[src/rtl/ifu_pkg.sv]
`default_nettype none
// ============================================================================
//  Module   : ifu_pkg
//  Purpose  : Shared constants, state encodings and types for the fetch unit
//  Revision : 1.0  initial release
// ============================================================================
package ifu_pkg;

    localparam logic [31:0] RESET_PC_DEFAULT = 32'h0000_0000;
    localparam logic [31:0] ZERO_WORD        = 32'h0000_0000;

    // Fetch FSM encodings
    localparam logic [1:0] IFU_REQ  = 2'd0;   // request phase
    localparam logic [1:0] IFU_WAIT = 2'd1;   // granted, awaiting response
    localparam logic [1:0] IFU_DROP = 2'd2;   // awaiting a response to discard

    // Instruction word paired with the address it was fetched from
    typedef struct packed {
        logic [31:0] inst;
        logic [31:0] addr;
    } fetch_pkt_t;

    // Instructions are word aligned; the low two address bits are dropped
    function automatic logic [31:0] align_word(input logic [31:0] a);
        return {a[31:2], 2'b00};
    endfunction

endpackage
`default_nettype wire

[src/rtl/ifu_if.sv]
`default_nettype none
// ============================================================================
//  Module   : ifu_if
//  Purpose  : Request/grant/response instruction bus
//  Revision : 1.0  initial release
// ============================================================================
interface ifu_if;

    logic        req;
    logic [31:0] addr;
    logic        gnt;
    logic        rvalid;
    logic [31:0] rdata;

    // Fetch unit side
    modport master (
        output req,
        output addr,
        input  gnt,
        input  rvalid,
        input  rdata
    );

    // Memory side
    modport slave (
        input  req,
        input  addr,
        output gnt,
        output rvalid,
        output rdata
    );

endinterface
`default_nettype wire

[src/rtl/ifu_skid.sv]
`default_nettype none
// ============================================================================
//  Module   : ifu_skid
//  Purpose  : Registered output stage with a one-entry skid buffer behind it
//  Revision : 1.0  initial release
// ============================================================================
module ifu_skid
    import ifu_pkg::*;
(
    input  logic        clk,
    input  logic        rst,        // asynchronous, active-low
    input  logic        in_valid,
    input  logic [63:0] in_data,
    input  logic        hold,
    input  logic        flush,
    output logic        out_valid,
    output logic [63:0] out_data,
    output logic        full
);

    logic        out_valid_q, out_valid_d;
    logic [63:0] out_data_q,  out_data_d;
    logic        skid_valid_q, skid_valid_d;
    logic [63:0] skid_data_q,  skid_data_d;
    logic        consume;

    assign consume = out_valid_q && !hold;

    // Next state: flush wins; a consume drains the skid first, otherwise
    // incoming data lands in the output register if free, else in the skid.
    always_comb begin
        out_valid_d  = out_valid_q;
        out_data_d   = out_data_q;
        skid_valid_d = skid_valid_q;
        skid_data_d  = skid_data_q;
        if (flush) begin
            out_valid_d  = 1'b0;
            skid_valid_d = 1'b0;
        end else if (consume) begin
            if (skid_valid_q) begin
                out_data_d   = skid_data_q;
                skid_valid_d = 1'b0;
            end else if (in_valid) begin
                out_data_d = in_data;
            end else begin
                out_valid_d = 1'b0;
            end
        end else if (!out_valid_q) begin
            if (in_valid) begin
                out_valid_d = 1'b1;
                out_data_d  = in_data;
            end
        end else if (in_valid) begin
            skid_valid_d = 1'b1;
            skid_data_d  = in_data;
        end
    end

    // Output and skid registers
    always_ff @(posedge clk or negedge rst) begin
        if (!rst) begin
            out_valid_q  <= 1'b0;
            out_data_q   <= {ZERO_WORD, ZERO_WORD};
            skid_valid_q <= 1'b0;
            skid_data_q  <= {ZERO_WORD, ZERO_WORD};
        end else begin
            out_valid_q  <= out_valid_d;
            out_data_q   <= out_data_d;
            skid_valid_q <= skid_valid_d;
            skid_data_q  <= skid_data_d;
        end
    end

    assign out_valid = out_valid_q;
    assign out_data  = out_data_q;
    assign full      = skid_valid_q;

endmodule
`default_nettype wire

[src/rtl/ifu.sv]
`default_nettype none
// ============================================================================
//  Module   : ifu
//  Purpose  : Instruction fetch unit - PC, single-outstanding fetch FSM,
//             jump redirect and skid-buffered delivery to decode
//  Revision : 1.0  initial release
// ============================================================================
module ifu
    import ifu_pkg::*;
#(
    parameter logic [31:0] RESET_PC = RESET_PC_DEFAULT
) (
    input  logic        clk,
    input  logic        rst,            // asynchronous, active-low
    input  logic        hold_i,
    input  logic        jump_i,
    input  logic [31:0] jump_addr_i,
    ifu_if.master       ibus,
    output logic [31:0] inst_o,
    output logic [31:0] inst_addr_o,
    output logic        inst_valid_o
);

    logic [1:0]  state_q, state_d;
    logic [31:0] pc_q, pc_d;
    logic [31:0] fetch_addr_q, fetch_addr_d;

    logic        req;
    logic        grant;
    logic        deliver;
    logic        skid_full;
    fetch_pkt_t  in_pkt;
    fetch_pkt_t  out_pkt;

    // FSM state register
    always_ff @(posedge clk or negedge rst) begin
        if (!rst) state_q <= IFU_REQ;
        else      state_q <= state_d;
    end

    // FSM next state; a jump in WAIT without data must still swallow the
    // response already owed by the bus
    always_comb begin
        state_d = state_q;
        case (state_q)
            IFU_REQ:  if (grant)          state_d = IFU_WAIT;
            IFU_WAIT: if (ibus.rvalid)    state_d = IFU_REQ;
                      else if (jump_i)    state_d = IFU_DROP;
            IFU_DROP: if (ibus.rvalid)    state_d = IFU_REQ;
            default:                      state_d = IFU_REQ;
        endcase
    end

    // FSM outputs; requests stall while the skid holds an instruction so the
    // skid can never overflow
    always_comb begin
        req     = (state_q == IFU_REQ) && !jump_i && !skid_full;
        grant   = req && ibus.gnt;
        deliver = (state_q == IFU_WAIT) && ibus.rvalid && !jump_i;
    end

    // PC and in-flight fetch address next values; jump overrides everything
    always_comb begin
        pc_d         = pc_q;
        fetch_addr_d = fetch_addr_q;
        if (jump_i) begin
            pc_d = align_word(jump_addr_i);
        end else if (grant) begin
            pc_d         = pc_q + 32'd4;
            fetch_addr_d = pc_q;
        end
    end

    // PC and fetch address registers
    always_ff @(posedge clk or negedge rst) begin
        if (!rst) begin
            pc_q         <= RESET_PC;
            fetch_addr_q <= ZERO_WORD;
        end else begin
            pc_q         <= pc_d;
            fetch_addr_q <= fetch_addr_d;
        end
    end

    assign ibus.req  = req;
    assign ibus.addr = pc_q;

    assign in_pkt.inst = ibus.rdata;
    assign in_pkt.addr = fetch_addr_q;

    ifu_skid u_skid (
        .clk       (clk),
        .rst       (rst),
        .in_valid  (deliver),
        .in_data   (in_pkt),
        .hold      (hold_i),
        .flush     (jump_i),
        .out_valid (inst_valid_o),
        .out_data  (out_pkt),
        .full      (skid_full)
    );

    assign inst_o      = out_pkt.inst;
    assign inst_addr_o = out_pkt.addr;

endmodule
`default_nettype wire

[src/flat_wrapper.sv]
// flat-port wrapper written by rule: the top's interface ports become plain ports
module ifu_flat import ifu_pkg::*;
#(
    parameter logic [31:0] RESET_PC = RESET_PC_DEFAULT
)
  (clk, rst, hold_i, jump_i, jump_addr_i, inst_o, inst_addr_o, inst_valid_o, ibus_req, ibus_addr, ibus_gnt, ibus_rvalid, ibus_rdata);
  ifu_if ibus_i ();
  input  logic clk;
  input  logic rst;
  input  logic hold_i;
  input  logic jump_i;
  input  logic [31:0] jump_addr_i;
  output logic [31:0] inst_o;
  output logic [31:0] inst_addr_o;
  output logic inst_valid_o;
  output wire logic [$bits(ibus_i.req)-1:0] ibus_req;
  output wire logic [$bits(ibus_i.addr)-1:0] ibus_addr;
  input wire logic [$bits(ibus_i.gnt)-1:0] ibus_gnt;
  input wire logic [$bits(ibus_i.rvalid)-1:0] ibus_rvalid;
  input wire logic [$bits(ibus_i.rdata)-1:0] ibus_rdata;
  assign ibus_req = ibus_i.req;
  assign ibus_addr = ibus_i.addr;
  assign ibus_i.gnt = ibus_gnt;
  assign ibus_i.rvalid = ibus_rvalid;
  assign ibus_i.rdata = ibus_rdata;
  ifu #(.RESET_PC(RESET_PC)) u_core (.clk(clk), .rst(rst), .hold_i(hold_i), .jump_i(jump_i), .jump_addr_i(jump_addr_i), .ibus(ibus_i), .inst_o(inst_o), .inst_addr_o(inst_addr_o), .inst_valid_o(inst_valid_o));
endmodule
[config.mk]
export PLATFORM = sky130hd
export DESIGN_NAME = ifu_flat
export DESIGN_NICKNAME = d
export VERILOG_FILES = /design/src/rtl/ifu_pkg.sv /design/src/rtl/ifu_if.sv /design/src/rtl/ifu_skid.sv /design/src/rtl/ifu.sv /design/src/flat_wrapper.sv
export SDC_FILE = /design/constraint.sdc
export NUM_CORES = 1
export LEC_CHECK = 0
export BUFFER_PORTS_ARGS = -buffer_cell sky130_fd_sc_hd__buf_2
export CAP_MARGIN = 20
export CORE_MARGIN = 4
export CORE_UTILIZATION = 47
export CTS_CLUSTER_SIZE = 8
export DETAILED_ROUTE_END_ITERATION = 6
export PLACE_DENSITY_LB_ADDON = 0.2
export SYNTH_ARGS = -nofsm -noshare
export SYNTH_HDL_FRONTEND = slang
export SYNTH_SLANG_ARGS = --single-unit
[constraint.sdc]
create_clock -name clk -period 4.3 [get_ports clk]
set_input_delay 0.645 -clock clk [delete_from_list [all_inputs] [get_ports clk]]
set_output_delay 0.645 -clock clk [all_outputs]
set_load 0.02 [all_outputs]
## Word level (Yosys, flattened, before mapping)

Cells that the tools add are included.
W data, S select, Z words.

- Muxes and demuxes: 21
- Reduce and logical (&&, ||, !) cells: 19
- Bitwise logic cells: 2
- $add $sub $neg: 1
- Equality and inequality tests: 8

Operators with widths:

| operator | count |
|---|---|
| $mux W64 | 4 |
| $mux W32 | 2 |
| $add A32 B3 Y32 const B | 1 |
| $mux W1 | 10 |
| $ne A3 B3 Y1 const B | 3 |
| $mux W2 | 4 |
| $reduce_and A2 Y1 | 4 |
| $logic_and A1 B1 Y1 | 6 |
| $pmux W2 S3 | 1 |
| $reduce_bool A3 Y1 | 2 |
| $ne A2 B1 Y1 const B | 2 |
| $reduce_and A4 Y1 | 1 |
| $logic_not A1 Y1 | 3 |
| $reduce_and A3 Y1 | 1 |
| $eq A2 B1 Y1 const B | 1 |
| $eq A2 B2 Y1 const B | 1 |
| $logic_not A2 Y1 | 1 |
| $ne A2 B2 Y1 const B | 1 |
| $not A1 Y1 | 2 |
| $reduce_bool A2 Y1 | 1 |

- Output and inout bits: 98
- Register bits: 196
- Word-level logic and storage cells: 58

## Logic depth before layout (Yosys ltp)

- Word-level depth: 7
- Gate-level depth with buffers: 8
- Mapped depth without buffers: 6

## Cells and area by module

From an unflattened synthesis, not the netlist that was laid out.

- Cell total of the unflattened synthesis: 780
- Area, all modules: 9322.7 um^2

Modules (own cells, without submodules):

| module | area an instance (um^2) | instances | cells each |
|---|---|---|---|
| ifu_skid | 6216.0 | 1 | 431 |
| ifu | 3106.7 | 1 | 349 |

## Least setup slack after synthesis

No wires, ideal clock.

- Path kind: input-to-reg
- From: input port jump_i
- To: register u_core.pc_q[26] (netlist: u_core.ibus.addr[26])
- Library setup time: 0.069 ns
- Data required time: 4.231 ns
- Cell stages on the path: 6
- Setup slack: 1.560 ns
- Data arrival time: 2.670 ns
- Cell sequence: or4_4 > or4_1 > buf_2 > or4_4 > or3_1 > nand3_1

- Word-level cells in the longest chain between the ends: 5

RTL lines:

| what | line | RTL |
|---|---|---|
| from (decl) | flat_wrapper.sv:11 | `input logic jump_i;` |
| $logic_not A1 Y1 | ifu.sv:57 | `req = (state_q == IFU_REQ) && !jump_i && !skid_full;` |
| $logic_and A1 B1 Y1 (2 in a row) | ifu.sv:57 |  |
| $logic_and A1 B1 Y1 | ifu.sv:58 | `grant = req && ibus.gnt;` |
| $reduce_bool A2 Y1 (no line) | n/a |  |
| to (signal assigned) | ifu.sv:80 | `pc_q <= pc_d;` |
| to (decl) | ifu.sv:25 | `logic [31:0] pc_q, pc_d;` |

Several ways; a longest one is shown, not always the timed one.
A chain may end at the register's enable or synchronous reset.

## Final worst setup path

- From: register u_core.state_q[1]
- To: register u_core.pc_q[26] (netlist: u_core.ibus.addr[26])

- Word-level cells in the longest chain between the ends: 5

RTL lines:

| what | line | RTL |
|---|---|---|
| from (decl) | ifu.sv:24 | `logic [1:0] state_q, state_d;` |
| from (signal assigned) | ifu.sv:38 | `else state_q <= state_d;` |
| $logic_not A2 Y1 | ifu.sv:57 |  |
| $logic_and A1 B1 Y1 (2 in a row) | ifu.sv:57 |  |
| $logic_and A1 B1 Y1 | ifu.sv:58 |  |
| $reduce_bool A2 Y1 (no line) | n/a |  |

Every way passes these cells.

==> impl_metrics.json <==
{
  "dieArea_mm2": 0.0192,
  "gp_congestion": 0.786,
  "fin_crit_ns": 2.66,
  "setup.worst_path.end": "u_core.ibus.addr[26]",
  "htreeDepth": 4,
  "status": "complete, no violations",
  "r2r_end": "u_core.ibus.addr[26]",
  "area_growth_pct": 20.8,
  "grt_max_degree": 118,
  "core_mm2": 0.0166,
  "cp-startpoint": "u_core.state_q[1]",
  "setup_tns_ns": 0,
  "cp_cell_sequence": "or4_4, or4_1, or4_4, or3_1, nand3_1",
  "slowest_stage": "or4_1",
  "rr_worst_depth": 5,
  "cts.sinks": 190,
  "endpoint_kind": "register",
  "layout-drive-gt1-share_pct": 30.1,
  "internal-power_mw": 3.33,
  "initial_core_util_pct": 48.2,
  "avgSynthCellArea_um2": 10.4,
  "grt_pass1_wl_um": 34100,
  "io_pins": 168,
  "cts_resized": 0,
  "syn_area_mm2": 0.00802,
  "min_path_type": "input port to async pin",
  "dr.first_iter.drc_count": 372,
  "top_layer_used": "met4",
  "final_area_mm2": 0.00969,
  "cts_root_buf": "clkbuf_16",
  "ys_seq_area_share_pct": 59.3,
  "crit_type": "register to register",
  "final_core_util_pct": 58.2,
  "critPathMaxStageDelay_ns": 0.67,
  "critPathMaxFanout": 8,
  "cpMostUsedCell": "or4_4",
  "swShare_pct": 33.1,
  "holdBufCountCts": 0,
  "drt_pass1_iterations": 5,
  "antenna_cells": 0,
  "syn_inst": 770,
  "fillCellCount": 1507,
  "layout.nets": 987,
  "synth-seq-cells": 190,
  "timing.hold.ws_ns": 0.364,
  "ir_worst_vdd_uv": 296,
  "viasPerCell": 5.59,
  "pre_cts_ws_ns": 1.28,
  "cellLeakagePower_nw": 4.63,
  "period_share_pct": 61.8,
  "r2r_start": "u_core.state_q[1]",
  "die_w_um": 139,
  "antenna_found_initial": 0,
  "critPathRequiredTime_ns": 4.67,
  "yosysWarnings": 0,
  "setup_slack_ns": 1.64,
  "worst_pin_slew_ns": 0.935,
  "insertion_delay_ns": 0.43,
  "rsz0062_at_grt": "no",
  "post-cts-setup-buffers": 0,
  "power_switching_mw": 1.65,
  "finalClockSkew_ns": 0.00817,
  "routedWlPerCell_um": 17.6,
  "clkTransAtPathRegs_ns": 0.07,
  "clockBufferDepth": 2,
  "comb_power_share_pct": 21.9,
  "wl_met2_um": 9630,
  "hpwl_um": 12900,
  "finalSetupViolCount": 0,
  "cts_tree": "yes",
  "multi_input_area_mm2": 0.00308,
  "seqPwrFrac_pct": 47.2,
  "drc_errors": 0,
  "cts_buffers": 17,
  "cp-start-kind": "register",
  "hold_viol": 0,
  "port_buffers": 163,
  "max_freq_mhz": 377,
  "wl_met3_um": 1000,
  "wl_um": 20200,
  "reg2reg_slack_ns": 1.64,
  "maxCapViolations": 0,
  "postRouteAntennaNets": 0,
  "cp.arrival_ns": 3.02,
  "drv_slew": 0,
  "regArea_mm2": 0.00475,
  "fp-row-count": 47,
  "grtUsageTotal_pct": 21.5,
  "grt_pass1_vias": 6440,
  "met1_length_um": 9340,
  "yosysUniqueCellTypes": 40,
  "overflow": 0,
  "vias": 6426,
  "dpl_cell_area_mm2": 0.00911,
  "p_per_area_mw_per_mm2": 514,
  "clockPowerShare_pct": 30.9,
  "die_h_um": 139,
  "relSlewSlack_pct": 37.6
}
==> worst min path at each step <==
| stage | to | slack (ns) |
|---|---|---|
| floorplan | u_core.fetch_addr_q[10] | 0.35 |
| global placement | u_core.u_skid.out_data[1] | 0.48 |
| detailed placement | u_core.fetch_addr_q[24] | 0.49 |
| CTS | u_core.u_skid.out_data[13] | 0.41 |
| global route | u_core.ibus.addr[29] | 0.42 |
| finish | u_core.u_skid.skid_data_q[53] | 0.36 |
==> registers in the layout, indices dropped and copies added, names as in the netlist <==
| register | cells |
|---|---|
| u_core.fetch_addr_q | 30 |
| u_core.ibus.addr | 30 |
| u_core.u_skid.full | 1 |
| u_core.u_skid.out_valid | 1 |
| u_core.u_skid.skid_data_q | 62 |
| u_core.u_skid.out_data | 64 |
| u_core.state_q | 2 |
==> synth_stat cells (all sizes together) <==
cell type / n / area, µm²
or3: 7 / 43.8
and2: 1 / 6.26
o211ai: 9 / 67.6
o21ai: 19 / 95.1
nand4b: 1 / 8.76
nand3: 19 / 95.1
o22ai: 62 / 388
dfrtp: 190 / 4750
conb: 1 / 3.75
nand4: 9 / 56.3
buf: 12 / 53.8
ha: 1 / 12.5
a31oi: 2 / 12.5
nor4: 1 / 6.26
mux2: 62 / 698
clkinv: 1 / 3.75
or2: 1 / 6.26
or4: 5 / 45.0
nor3: 5 / 25.0
o311ai: 9 / 78.8
nand2: 124 / 465
a221o: 3 / 30.0
a31o: 1 / 8.76
a32oi: 4 / 35.0
nor2b: 5 / 31.3
xnor2: 1 / 8.76
inv: 6 / 22.5
a22oi: 6 / 45.0
o21a: 1 / 7.51
a21boi: 2 / 15.0
clkbuf: 38 / 143
a21oi: 69 / 345
mux2i: 4 / 40.0
nor2: 80 / 300
and3: 8 / 50.1
xor2: 1 / 8.76
==> critical path: cells and delay by family, from the launching register on <==
kind / cells / cell delay (ns)
DFF: 1 / 0.40
and+or+nand+nor: 5 / 2.18
==> cell usage in the layout (no fill, tap or decap), types with 17 or more instances in the layout <==
cell	instances
a21oi_1	68
buf_2	162
clkbuf_16	17
dfrtp_1	190
mux2_2	62
nand2_1	121
nand3_1	19
nor2_1	79
o21ai_0	18
o22ai_1	62
==> logic make-up (layout without fill, tap and decap cells) <==
logic type	Yosys count	count (layout)	synth area share, %
adders and majority gates	1	1	0.156
AOI/OAI and AO/OA	187	187	14.1
buffers and inverters	57	215	2.78
DFF	190	190	59.3
muxes	66	66	9.21
and+or+nand+nor	266	266	14.2
other	1	2	0.0468
xor gates and xnor gates	2	2	0.219
==> metal layers <==
metal	vias up	GRT usage, %
met1	3176	30.8
met3	15	4.66
met2	194	33.8
li1	3041	-
met4	0	5.61
met5	-	0
==> final cells by class <==
| type | instances | area share (%) |
|---|---|---|
| multi-input cells | 524 | 31.8 |
| flip-flops and latches | 190 | 49.1 |
| clock inverters | 15 | 1.61 |
| clock buffers | 17 | 4.39 |
| repair buffers | 176 | 10.0 |
| inverters | 7 | 0.271 |
| well taps | 220 | 2.84 |
==> metrics by stage <==
step / std cells / power (mW)
after floorplan: 771 / 3.01
after global placement: 1117 / 3.46
after detailed placement: 1117 / 3.49
after CTS: 1149 / 5.03
after global routing: 1149 / 5.26
final: 1149 / 4.98
==> power by group through the flow <==
| stage | registers [mW] | clock network (mW) | logic, mW |
|---|---|---|---|
| global placement | 2.37 | 0 | 1.08 |
| floorplan | 2.64 | 0 | 0.375 |
| global route | 2.41 | 1.65 | 1.20 |
| finish | 2.35 | 1.54 | 1.09 |
| CTS | 2.35 | 1.58 | 1.10 |
| detailed placement | 2.39 | 0 | 1.10 |
Note: power is estimated with default switching activity, not from simulation.
